`config.mk`:
```
export PLATFORM = sky130hd
export DESIGN_NAME = barrel_shifter
export DESIGN_NICKNAME = d
export VERILOG_FILES = /design/src/rtl/barrel_shifter.sv
export SDC_FILE = /design/constraint.sdc
export NUM_CORES = 1
export LEC_CHECK = 0
export CORE_AREA = 4 4 41 43
export CTS_BUF_LIST = sky130_fd_sc_hd__clkbuf_8
export DETAILED_ROUTE_END_ITERATION = 16
export DIE_AREA = 0 0 45 47
export PLACE_DENSITY = 0.76
export SYNTH_ARGS = -nofsm -noshare
export SYNTH_HDL_FRONTEND = slang
export SYNTH_SLANG_ARGS = --single-unit
```
`constraint.sdc`:
```
create_clock -name clk -period 1 [get_ports clk]
set_input_delay 0.3 -clock clk [delete_from_list [all_inputs] [get_ports clk]]
set_output_delay 0.3 -clock clk [all_outputs]
set_load 0.02 [all_outputs]
```
`src/rtl/barrel_shifter.sv`:
```
// ---------------------------------------------------------------------------
// barrel_shifter
//
// Registered barrel shifter / rotator with a one-cycle latency.
//
// The datapath is a chain of log2(WIDTH) mux stages. Stage k moves the data
// by 2**k positions when bit k of the shift amount is set, and passes it
// through unchanged otherwise. A single output register follows the chain,
// so no input has a combinational path to out or out_valid.
//
// Parameters
//   WIDTH      data width in bits (power of two, 2..64)
//   SEL_W      select width, must equal log2(WIDTH)+1
//
// Ports
//   clk        rising-edge clock
//   rst        asynchronous active-high reset (clears out and out_valid)
//   in         data to shift or rotate
//   sel        sel[SEL_W-1] = direction (0 left, 1 right),
//              sel[SEL_W-2:0] = shift amount 0..WIDTH-1
//   mode       00 rotate, 01 logical shift, 10 arithmetic shift,
//              11 reserved (data passes through unchanged)
//   in_valid   qualifies in, sel and mode in the current cycle
//   out        registered result, holds when no input is accepted
//   out_valid  one-cycle pulse per accepted input
// ---------------------------------------------------------------------------
module barrel_shifter #(
    parameter int WIDTH = 4,
    parameter int SEL_W = 3
) (
    input  logic             clk,
    input  logic             rst,
    input  logic [WIDTH-1:0] in,
    input  logic [SEL_W-1:0] sel,
    input  logic [1:0]       mode,
    input  logic             in_valid,
    output logic [WIDTH-1:0] out,
    output logic             out_valid
);

    localparam int STAGES = $clog2(WIDTH);

    localparam logic [1:0] MODE_ROTATE   = 2'b00;
    localparam logic [1:0] MODE_ARITH    = 2'b10;
    localparam logic [1:0] MODE_RESERVED = 2'b11;

    logic              dir_right;
    logic [STAGES-1:0] amount;
    logic              is_rotate;
    logic              fill_bit;
    logic [WIDTH-1:0]  stage_data [0:STAGES];
    logic [WIDTH-1:0]  result;

    assign dir_right = sel[SEL_W-1];
    assign amount    = sel[SEL_W-2:0];
    assign is_rotate = (mode == MODE_ROTATE);

    // Vacated positions get zero, except on an arithmetic right shift where
    // they get the sign bit. Using in[WIDTH-1] for every stage is correct
    // because an arithmetic right shift never changes the MSB, so each
    // intermediate stage still carries the original sign there.
    assign fill_bit = (mode == MODE_ARITH) && dir_right && in[WIDTH-1];

    assign stage_data[0] = in;

    genvar k;
    generate
        for (k = 0; k < STAGES; k++) begin : g_stage
            localparam int S = 1 << k;

            logic [WIDTH-1:0] stage_in;
            logic [WIDTH-1:0] shifted_left;
            logic [WIDTH-1:0] shifted_right;

            assign stage_in = stage_data[k];

            // Left: rotate wraps the top S bits to the bottom; shifts
            // (logical and arithmetic alike) fill the bottom with zeros.
            assign shifted_left = is_rotate
                ? {stage_in[WIDTH-1-S:0], stage_in[WIDTH-1:WIDTH-S]}
                : {stage_in[WIDTH-1-S:0], {S{1'b0}}};

            // Right: rotate wraps the bottom S bits to the top; shifts
            // fill the top with the selected fill bit.
            assign shifted_right = is_rotate
                ? {stage_in[S-1:0], stage_in[WIDTH-1:S]}
                : {{S{fill_bit}}, stage_in[WIDTH-1:S]};

            assign stage_data[k+1] = amount[k]
                ? (dir_right ? shifted_right : shifted_left)
                : stage_in;
        end
    endgenerate

    // The reserved mode bypasses the mux chain so the data is returned as-is
    // whatever the amount field holds.
    assign result = (mode == MODE_RESERVED) ? in : stage_data[STAGES];

    // Output register. out only loads on an accepted input so it holds the
    // last result through idle cycles; out_valid follows in_valid so it
    // pulses exactly once per accepted input. Reset clears both, which also
    // drops any result that was about to be presented.
    always_ff @(posedge clk or posedge rst) begin
        if (rst) begin
            out       <= '0;
            out_valid <= 1'b0;
        end else begin
            out_valid <= in_valid;
            if (in_valid) begin
                out <= result;
            end
        end
    end

endmodule

```
Yosys cells after proc, flatten, opt, wreduce, memory -nomap -nowiden

Cells that the tools add are included.

Register bits after elaboration: 5
Input bits: 12
Output and inout port bits: 5
Word-level logic and storage cells: 16

Equality and inequality tests: 2
Muxes and demuxes: 9
Reduce and logical (&&, ||, !) cells: 3

Operator list:

| operator             | count |
|---|---|
| $mux W4              | 7 |
| $eq A2 B2 Y1 const B | 2 |
| $logic_and A1 B1 Y1  | 2 |
| $logic_not A2 Y1     | 1 |
| $mux W2              | 1 |
| $mux W1              | 1 |

Logic depth before layout (Yosys ltp)

Gate-level depths: netlist of run 1.

Depth in word-level cells: 10
Depth in mapped cells: 5
Mapped depth without buffers: 4

Least setup slack after synthesis of run 1

Ideal clock, no wire load.

Kind: input -> register
From: input port sel[2]
To: register out[0]
Library setup time: 0.139 ns
Data arrival time: 1.026 ns
Required time: 0.861 ns
Setup slack: -0.165 ns
Stages: 5
Path buffers: 1
Cells stage by stage: buf_6 mux2i_1 a21oi_1 a221oi_1 a211oi_2

Word-level cells in the longest chain between the ends: 6
Elaborated cells between the ends (all ways): 7
Those cells by class: mux (7)

Ends and longest elaborated chain:

| item                                      | line   | source |
|---|---|---|
| from (decl)                               | 34     | `input logic [SEL_W-1:0] sel,` |
| $mux W4 (2 in a row)                      | 90     | `? (dir_right ? shifted_right : shifted_left)` |
| $mux W2 / $mux W4 (equally long branches) | 80, 86 |  |
| $mux W4                                   | 90     |  |
| $mux W4 *                                 | 90     |  |
| $mux W4 *                                 | 97     | `assign result = (mode == MODE_RESERVED) ? in : stage_data[STAGES];` |
| to (signal assigned)                      | 110    | `out <= result;` |
| to (decl)                                 | 37     | `output logic [WIDTH-1:0] out,` |

Mark *: on every way between the ends. The rest lies on a longest branch, timed or not.
A chain may end at the register's enable or synchronous reset.

Worst setup path after layout of run 1

From: input port mode[0]
To: register out[2]

Word-level cells in the longest chain between the ends: 8
Elaborated cells between the ends (all ways): 12
Those cells by class: eq/ne (2); mux (7); reduce/logical (3)

Ends and longest elaborated chain:

| item                 | line | source |
|---|---|---|
| from (decl)          | 35   | `input logic [1:0] mode,` |
| $logic_not A2 Y1     | 56   | `assign is_rotate = (mode == MODE_ROTATE);` |
| $mux W1              | 80   | `? {stage_in[WIDTH-1-S:0], stage_in[WIDTH-1:WIDTH-S]}` |
| $mux W4 (2 in a row) | 90   |  |
| $mux W4              | 86   | `? {stage_in[S-1:0], stage_in[WIDTH-1:S]}` |
| $mux W4 (2 in a row) | 90   |  |
| $mux W4 *            | 97   |  |

Marks and branches as above.

==> out/results.tsv, run 1 <==
stage	metric	value	unit
clock_tree	Root Buffer Master	clkbuf_8	
outcome	status	finished, violations left	
sta	fin crit share	107	%
sta	RSZ-0062 raised after global routing	yes	
clock_tree	Max H-tree Level	1	
clock_tree	Worst-Skew Late Latency	0.22	ns
worst_setup_path	Critical Path RT	1.14	ns
routing	Vias/cell	5.56	
routing	vias	567	
worst_setup_path	RR Endpoint	out[3]$_DFFE_PP0P_	
routing	drt initial violations	21	
synthesis	Post-synth EDFFs	0	
sta	Worst Max-Slew Pin Slew	0.239	ns
cells_and_area	synth-to-layout area growth	73.2	%
routing	DR pass1 iterations	4	
global_routing	largest net degree at the start of global routing	11	
sta	Max Fclk	0.934	GHz
floorplan	Core ar.	1300	sq um
power_and_ir_drop	Max rail drop VDD	1.12	mV
placed_design	Post-DP HPWL	1010	um
synthesis	Synthesized Nets	69	
worst_setup_path	Critical R2R Launch	out[3]$_DFFE_PP0P_	
power_and_ir_drop	Leak Pwr	0.000366	uW
cells_and_area	filler cell count in the final layout	113	
worst_setup_path	crit path kind	input port to flip-flop	
placed_design	GP Congestion	0.912	
cells_and_area	share of layout cells above drive strength 1	54.0	%
global_routing	total grt overflow	0	
worst_setup_path	CP Capture Type	flip-flop	
synthesis	top cell type by total area after synthesis	dfrtp_1	
synthesis	YS warnings	0	
cells_and_area	Multi-input gate area	342	sq um
routing	Routed WL	1460	um
global_routing	first-pass GRT wire length	2380	um
routing	DR DRC count	0	
job	max-cap violation count	0	
outcome	failing checks	setup timing	
sta	crit path time final	1.07	ns
synthesis	Post-synth ARST share	100	%
synthesis	top post-synthesis cells by area	dfrtp_1 (27%), nor2_1 (8.8%), buf_6 (7.2%), o21a_1 (4.8%), mux2i_1 (4.3%)	
worst_setup_path	Worst EP arrival	1.21	ns
sta	Worst Skew	0	ns
global_routing	initial antenna violation count	0	
sta	Setup-failing EPs final	7	
synthesis	Post-Syn Area per Cell	8.19	sq um
routing	Wirelength per Cell	14.3	um
sta	final worst slack	-0.0706	ns
clock_tree	clock-pin slew on the worst setup and hold paths	0.04	ns
synthesis	Mapped Cells	57	
clock_tree	CTS Hold Buffers Added	0	
cells_and_area	final design utilization	62.1	%
floorplan	die height	47	um
cells_and_area	Inserted Diodes	0	
synthesis	Synth Flop Type	dfrtp_1	
clock_tree	CTS tree	done	
cells_and_area	sequential cell area	125	sq um
worst_setup_path	CP max FO	6	
placed_design	dpl cells	96	
clock_tree	clk sink count	5	
global_routing	Total GRT Usage	16.4	%
placed_design	Port Buffers	16	
synthesis	post-synth top area share	26.8	%
floorplan	Die Wd	45	um
min_path	Hold WC Path Type	input port to asynchronous set/reset pin	
cells_and_area	Final Non-Filler Cells	102	
floorplan	die area	2120	sq um
synthesis	top cells by count, synth	nor2_1 (11), dfrtp_1 (5), nand2_1 (5)	
floorplan	Starting Density	35.9	%
cells_and_area	nets@finish	100	
sta	max_slew headroom	84.0	%
floorplan	Site Rows	13	
synthesis	Synth Cell Area	467	sq um
floorplan	I/O pin count	17	
synthesis	Synth cell types	29	
worst_setup_path	R2R cell count	3	
clock_tree	clk buf depth	2	
sta	Hold Vio Cnt, Final	0	
synthesis	post-synthesis sequential area ratio	26.8	%
sta	Max Slew Vio Count	0	
global_routing	vias in the first global route	574	
power_and_ir_drop	Pwr Density	1200	nW/um^2
routing	Antenna Nets Post-Route	0	
worst_setup_path	worst setup path end	out[2]$_DFFE_PP0P_	
worst_setup_path	crit path launch	mode[0]	
synthesis	most common cell in the synthesized netlist	nor2_1	
worst_setup_path	flop-to-flop setup slack	0.08	ns
worst_setup_path	Worst Setup Start Kind	input port	
sta	Fin Setup TNS	-0.260	ns
synthesis	synthesis-stage register bit count	5	
clock_tree	CTS Buf Count	3	
-- metrics by stage --
| stage | power [uW] | worst slack (ns) | instance area [sq um] | hold slack (ns) |
|---|---|---|---|---|
| floorplan | 411 | -0.134 | 478 | 0.0785 |
| global placement | 552 | -0.770 | 704 | 0.506 |
| detailed placement | 555 | -0.794 | 704 | 0.518 |
| CTS | 962 | -0.0499 | 791 | 0.277 |
| global route | 1030 | -0.135 | 808 | 0.284 |
| finish | 970 | -0.0706 | 808 | 0.274 |
-- flip-flops by register name (all words and copies together) (netlist names) --
name       flops
out            4
out_valid      1
-- how the worst min path moves through the flow --
stage / start / endpoint / slack (ns) / cells past startpoint
detailed placement: rst / out_valid$_DFF_PP0_ / 0.52 / 2
finish: rst / out[2]$_DFFE_PP0P_ / 0.27 / 2
global placement: rst / out_valid$_DFF_PP0_ / 0.51 / 2
floorplan: rst / out[0]$_DFFE_PP0P_ / 0.08 / 1
CTS: rst / out[2]$_DFFE_PP0P_ / 0.28 / 2
global route: rst / out[2]$_DFFE_PP0P_ / 0.28 / 2
-- metal layers --
layer / GRT usage, % / part of all wire [%] / vias up
li1: - / - / 265
met1: 18.6 / 43 / 276
met2: 23.4 / 46 / 19
met3: 5.36 / 5.4 / 7
met4: 17.0 / 4.8 / 0
met5: 0 / 0 / -
-- power by group --
group | leakage, uW | switching, uW | internal (uW)
registers | 0.0000581 | 17.0 | 227
clock network | 0.0000269 | 105 | 264
logic | 0.000280 | 168 | 189
total | 0.000366 | 290 | 680
-- placed cells by master (no fill, tap or decap), types with 2 or more instances in the layout --
cell type / Yosys / layout
nor2b_1: 2 / 2
o21ai_1: 2 / 2
inv_1: 2 / 3
buf_6: 3 / 7
buf_2: 0 / 5
a221oi_2: 1 / 2
buf_8: 0 / 3
a21oi_2: 1 / 2
a21oi_1: 3 / 2
clkbuf_8: 0 / 3
nor2_1: 11 / 10
nand2_1: 5 / 4
buf_4: 1 / 13
dfrtp_1: 5 / 5
o21a_1: 3 / 3
-- area by class of cell --
type,count,share of cell area [%]
Sequential cell,5,15.5
Clock buffer,3,5.11
Multi-Input combinational cell,45,42.3
Tap cell,15,2.32
Inverter,2,0.929
Clock inverter,1,0.464
Timing Repair Buffer,31,33.4
-- cells by family after synthesis --
family	Yosys count	share of synthesized area (%)
flip-flops	5	26.8
AND/OR/NAND/NOR	23	23.3
buffers and inverters	7	11.3
multiplexers	2	4.29
AO/OA/AOI/OAI	20	34.3
-- critical path, stage by stage --
cell and delay, ns:
buf_8 0.11, buf_6 0.11, o22a_1 0.21, a311oi_2 0.20
o22ai_1 0.12, o21ai_1 0.16
-- what timing repair did --
action / in CTS / in global routing
gates resized for setup: 80 / 8
setup buffers: 1 / 1
setup endpoints to repair: 9 / 9
pin swaps: 9 / 8
Note: power is estimated with default switching activity, not from simulation.
==> inputs of run 2 (changes only) <==
- CAP_MARGIN: not set -> 20
==> results of run 2 <==
The final DEF is identical to that of run 1; final timing and power are the same.
==> inputs of run 3 (changes only) <==
- PLACE_DENSITY: 0.76 -> 0.65
==> run 3 against run 2 <==
The run still ends with setup timing left. Combinational power is 1% lower. Utilization rose by 0.67 points. Routed wire length down 5.3%. Sequential power barely moved. Critical path type is now flip-flop to output pin.
==> out/results.tsv, run 3 (synthesis gave the netlist of run 1 again) <==
stage	metric	value	unit	change
outcome	status	finished, violations left		unchanged
outcome	failing checks	setup timing		unchanged
clock_tree	clk buf depth	2		unchanged
cells_and_area	Largest register FFs	4		unchanged
sta	crit path time final	1.04	ns	was 1.07 ns
routing	DR DRC count	0		unchanged
floorplan	I/O pin count	17		unchanged
worst_setup_path	Worst EP arrival	0.74	ns	was 1.21 ns
cells_and_area	final design utilization	62.8	%	was 62.1%
worst_setup_path	CP top delay family	flip-flops		was compound AO/OA/AOI/OAI gates
global_routing	first-pass GRT wire length	2340	um	was 2380 um
worst_setup_path	CP Capture Type	output pin		was flip-flop
sta	Worst Skew	0	ns	unchanged
global_routing	largest net degree at the start of global routing	11		unchanged
floorplan	Core ar.	1300	sq um	unchanged
floorplan	Die Wd	45	um	unchanged
job	max-cap violation count	0		unchanged
cells_and_area	Inserted Diodes	0		unchanged
sta	fin crit share	104	%	was 107%
sta	RSZ-0062 raised after global routing	yes		unchanged
min_path	Hold WC Path Type	input port to asynchronous set/reset pin		unchanged
worst_setup_path	CP max FO	2		was 6
worst_setup_path	Critical Path RT	0.70	ns	was 1.14 ns
routing	Antenna Nets Post-Route	0		unchanged
sta	Setup-failing EPs final	7		unchanged
floorplan	Starting Density	35.9	%	unchanged
clock_tree	Max H-tree Level	1		unchanged
cells_and_area	most frequent cells in the layout	nor2_1 (10), buf_6 (10), buf_4 (10), buf_2 (5), dfrtp_1 (5)		was buf_4 (13), nor2_1 (10), buf_6 (7), buf_2 (5), dfrtp_1 (5)
global_routing	Total GRT Usage	15.3	%	was 16.4%
cells_and_area	largest reg by FF count	out		unchanged
cells_and_area	nets@finish	98		was 100
global_routing	vias in the first global route	543		was 574
clock_tree	clock-pin slew on the worst setup and hold paths	0.04	ns	about the same
sta	Hold Vio Cnt, Final	0		unchanged
sta	max_slew headroom	84.6	%	was 84.0%
clock_tree	CTS tree	done		unchanged
clock_tree	Root Buffer Master	clkbuf_8		unchanged
routing	Wirelength per Cell	13.8	um	was 14.3 um
global_routing	total grt overflow	0		unchanged
routing	DR pass1 iterations	4		unchanged
global_routing	initial antenna violation count	0		unchanged
routing	Routed WL	1380	um	was 1460 um
cells_and_area	synth-to-layout area growth	75.1	%	was 73.2%
routing	drt initial violations	5		was 21
sta	final worst slack	-0.0418	ns	was -0.0706 ns
cells_and_area	filler cell count in the final layout	103		was 113
floorplan	Site Rows	13		unchanged
sta	Max Slew Vio Count	0		unchanged
sta	Max Fclk	0.960	GHz	was 0.934 GHz
cells_and_area	share of layout cells above drive strength 1	55.3	%	was 54.0%
worst_setup_path	Worst Setup Start Kind	flip-flop		was input port
cells_and_area	top flop regs	out (4), out_valid (1)		unchanged
power_and_ir_drop	Pwr Density	1170	nW/um^2	was 1200 nW/um^2
placed_design	Port Buffers	16		unchanged
sta	Fin Setup TNS	-0.164	ns	was -0.260 ns
placed_design	Post-DP HPWL	1070	um	was 1010 um
floorplan	die height	47	um	unchanged
power_and_ir_drop	Leak Pwr	0.000356	uW	was 0.000366 uW
clock_tree	CTS Buf Count	3		unchanged
worst_setup_path	crit path kind	flip-flop to output pin		was input port to flip-flop
sta	Worst Max-Slew Pin Slew	0.230	ns	was 0.239 ns
power_and_ir_drop	Max rail drop VDD	1.27	mV	was 1.12 mV
clock_tree	Worst-Skew Late Latency	0.22	ns	about the same
worst_setup_path	WP buf/inv	1		was 2
clock_tree	clk sink count	5		unchanged
worst_setup_path	CP max-delay cell	dfrtp_1		was o22a_1
worst_setup_path	Max stage delay on crit path	0.38	ns	was 0.21 ns
placed_design	GP Congestion	0.794		was 0.912
routing	Vias/cell	5.26		was 5.56
worst_setup_path	CP Cell Sequence	buf_6		was buf_8, buf_6, o22a_1, a311oi_2, o22ai_1, o21ai_1
routing	vias	526		was 567
floorplan	die area	2120	sq um	unchanged
-- run 3: cell count changes in the layout (fill, tap and decap cells not counted), moves of 2 or more --
cell / before / now
buf_4: 13 / 10
buf_6: 7 / 10
a21oi_1: 2 / 0
buf_8: 3 / 1
-- run 3: repair_timing --
item,in CTS,in global routing
hold buffers,0,0
hold endpoints to repair,0,0
endpoints found under the setup margin,9,9
resized for setup,88,3
buffers inserted,1,0
pin swaps,10,4
-- run 3: final cells by class --
class	count	area, sq um	share of cell area, %
Timing Repair Buffer	29	258	31.5
Sequential cell	5	125	15.3
Clock buffer	3	41.3	5.05
Inverter	2	7.51	0.919
Clock inverter	1	3.75	0.459
Multi-Input combinational cell	45	363	44.4
Tap cell	15	18.8	2.30
-- run 3: stage by stage --
step                      total power [uW]  instances  hold slack, ns  area (sq um)  worst slack, ns
after floorplan                        411         57          0.0785           478           -0.134
after CTS                              954        100           0.275           797          -0.0510
final                                  954        100           0.275           817          -0.0418
after global routing                  1010        100           0.312           817          -0.0697
after detailed placement               555         95           0.509           697           -0.796
after global placement                 553         95           0.510           697           -0.799
-- run 3: metal layers --
metal,wire length (um),vias up,GRT usage (%)
li1,-,263,-
met1,624,256,17.7
met2,717,7,27.4
met3,39,0,4.98
met4,0,0,3.51
met5,0,-,0
-- run 3: path summary, 6_finish.rpt --
path | start | end | slack, ns | cells after the start
hold / removal | rst | out[2]$_DFFE_PP0P_ | 0.28 | 2
min in group clk | in_valid | out_valid$_DFF_PP0_ | 0.43 | 1
hold reg to reg | out[2]$_DFFE_PP0P_ | out[2]$_DFFE_PP0P_ | 0.53 | 2
setup / recovery | out[0]$_DFFE_PP0P_ | out[0] | -0.04 | 1
setup reg to reg | out[3]$_DFFE_PP0P_ | out[3]$_DFFE_PP0P_ | 0.08 | 3
max in group asynchronous | rst | out[3]$_DFFE_PP0P_ | 0.55 | 2
-- run 3: where the power goes --
group	total (uW)	switching [uW]	internal, uW
logic	353	173	180
registers	244	16.6	227
clock network	357	94.0	263
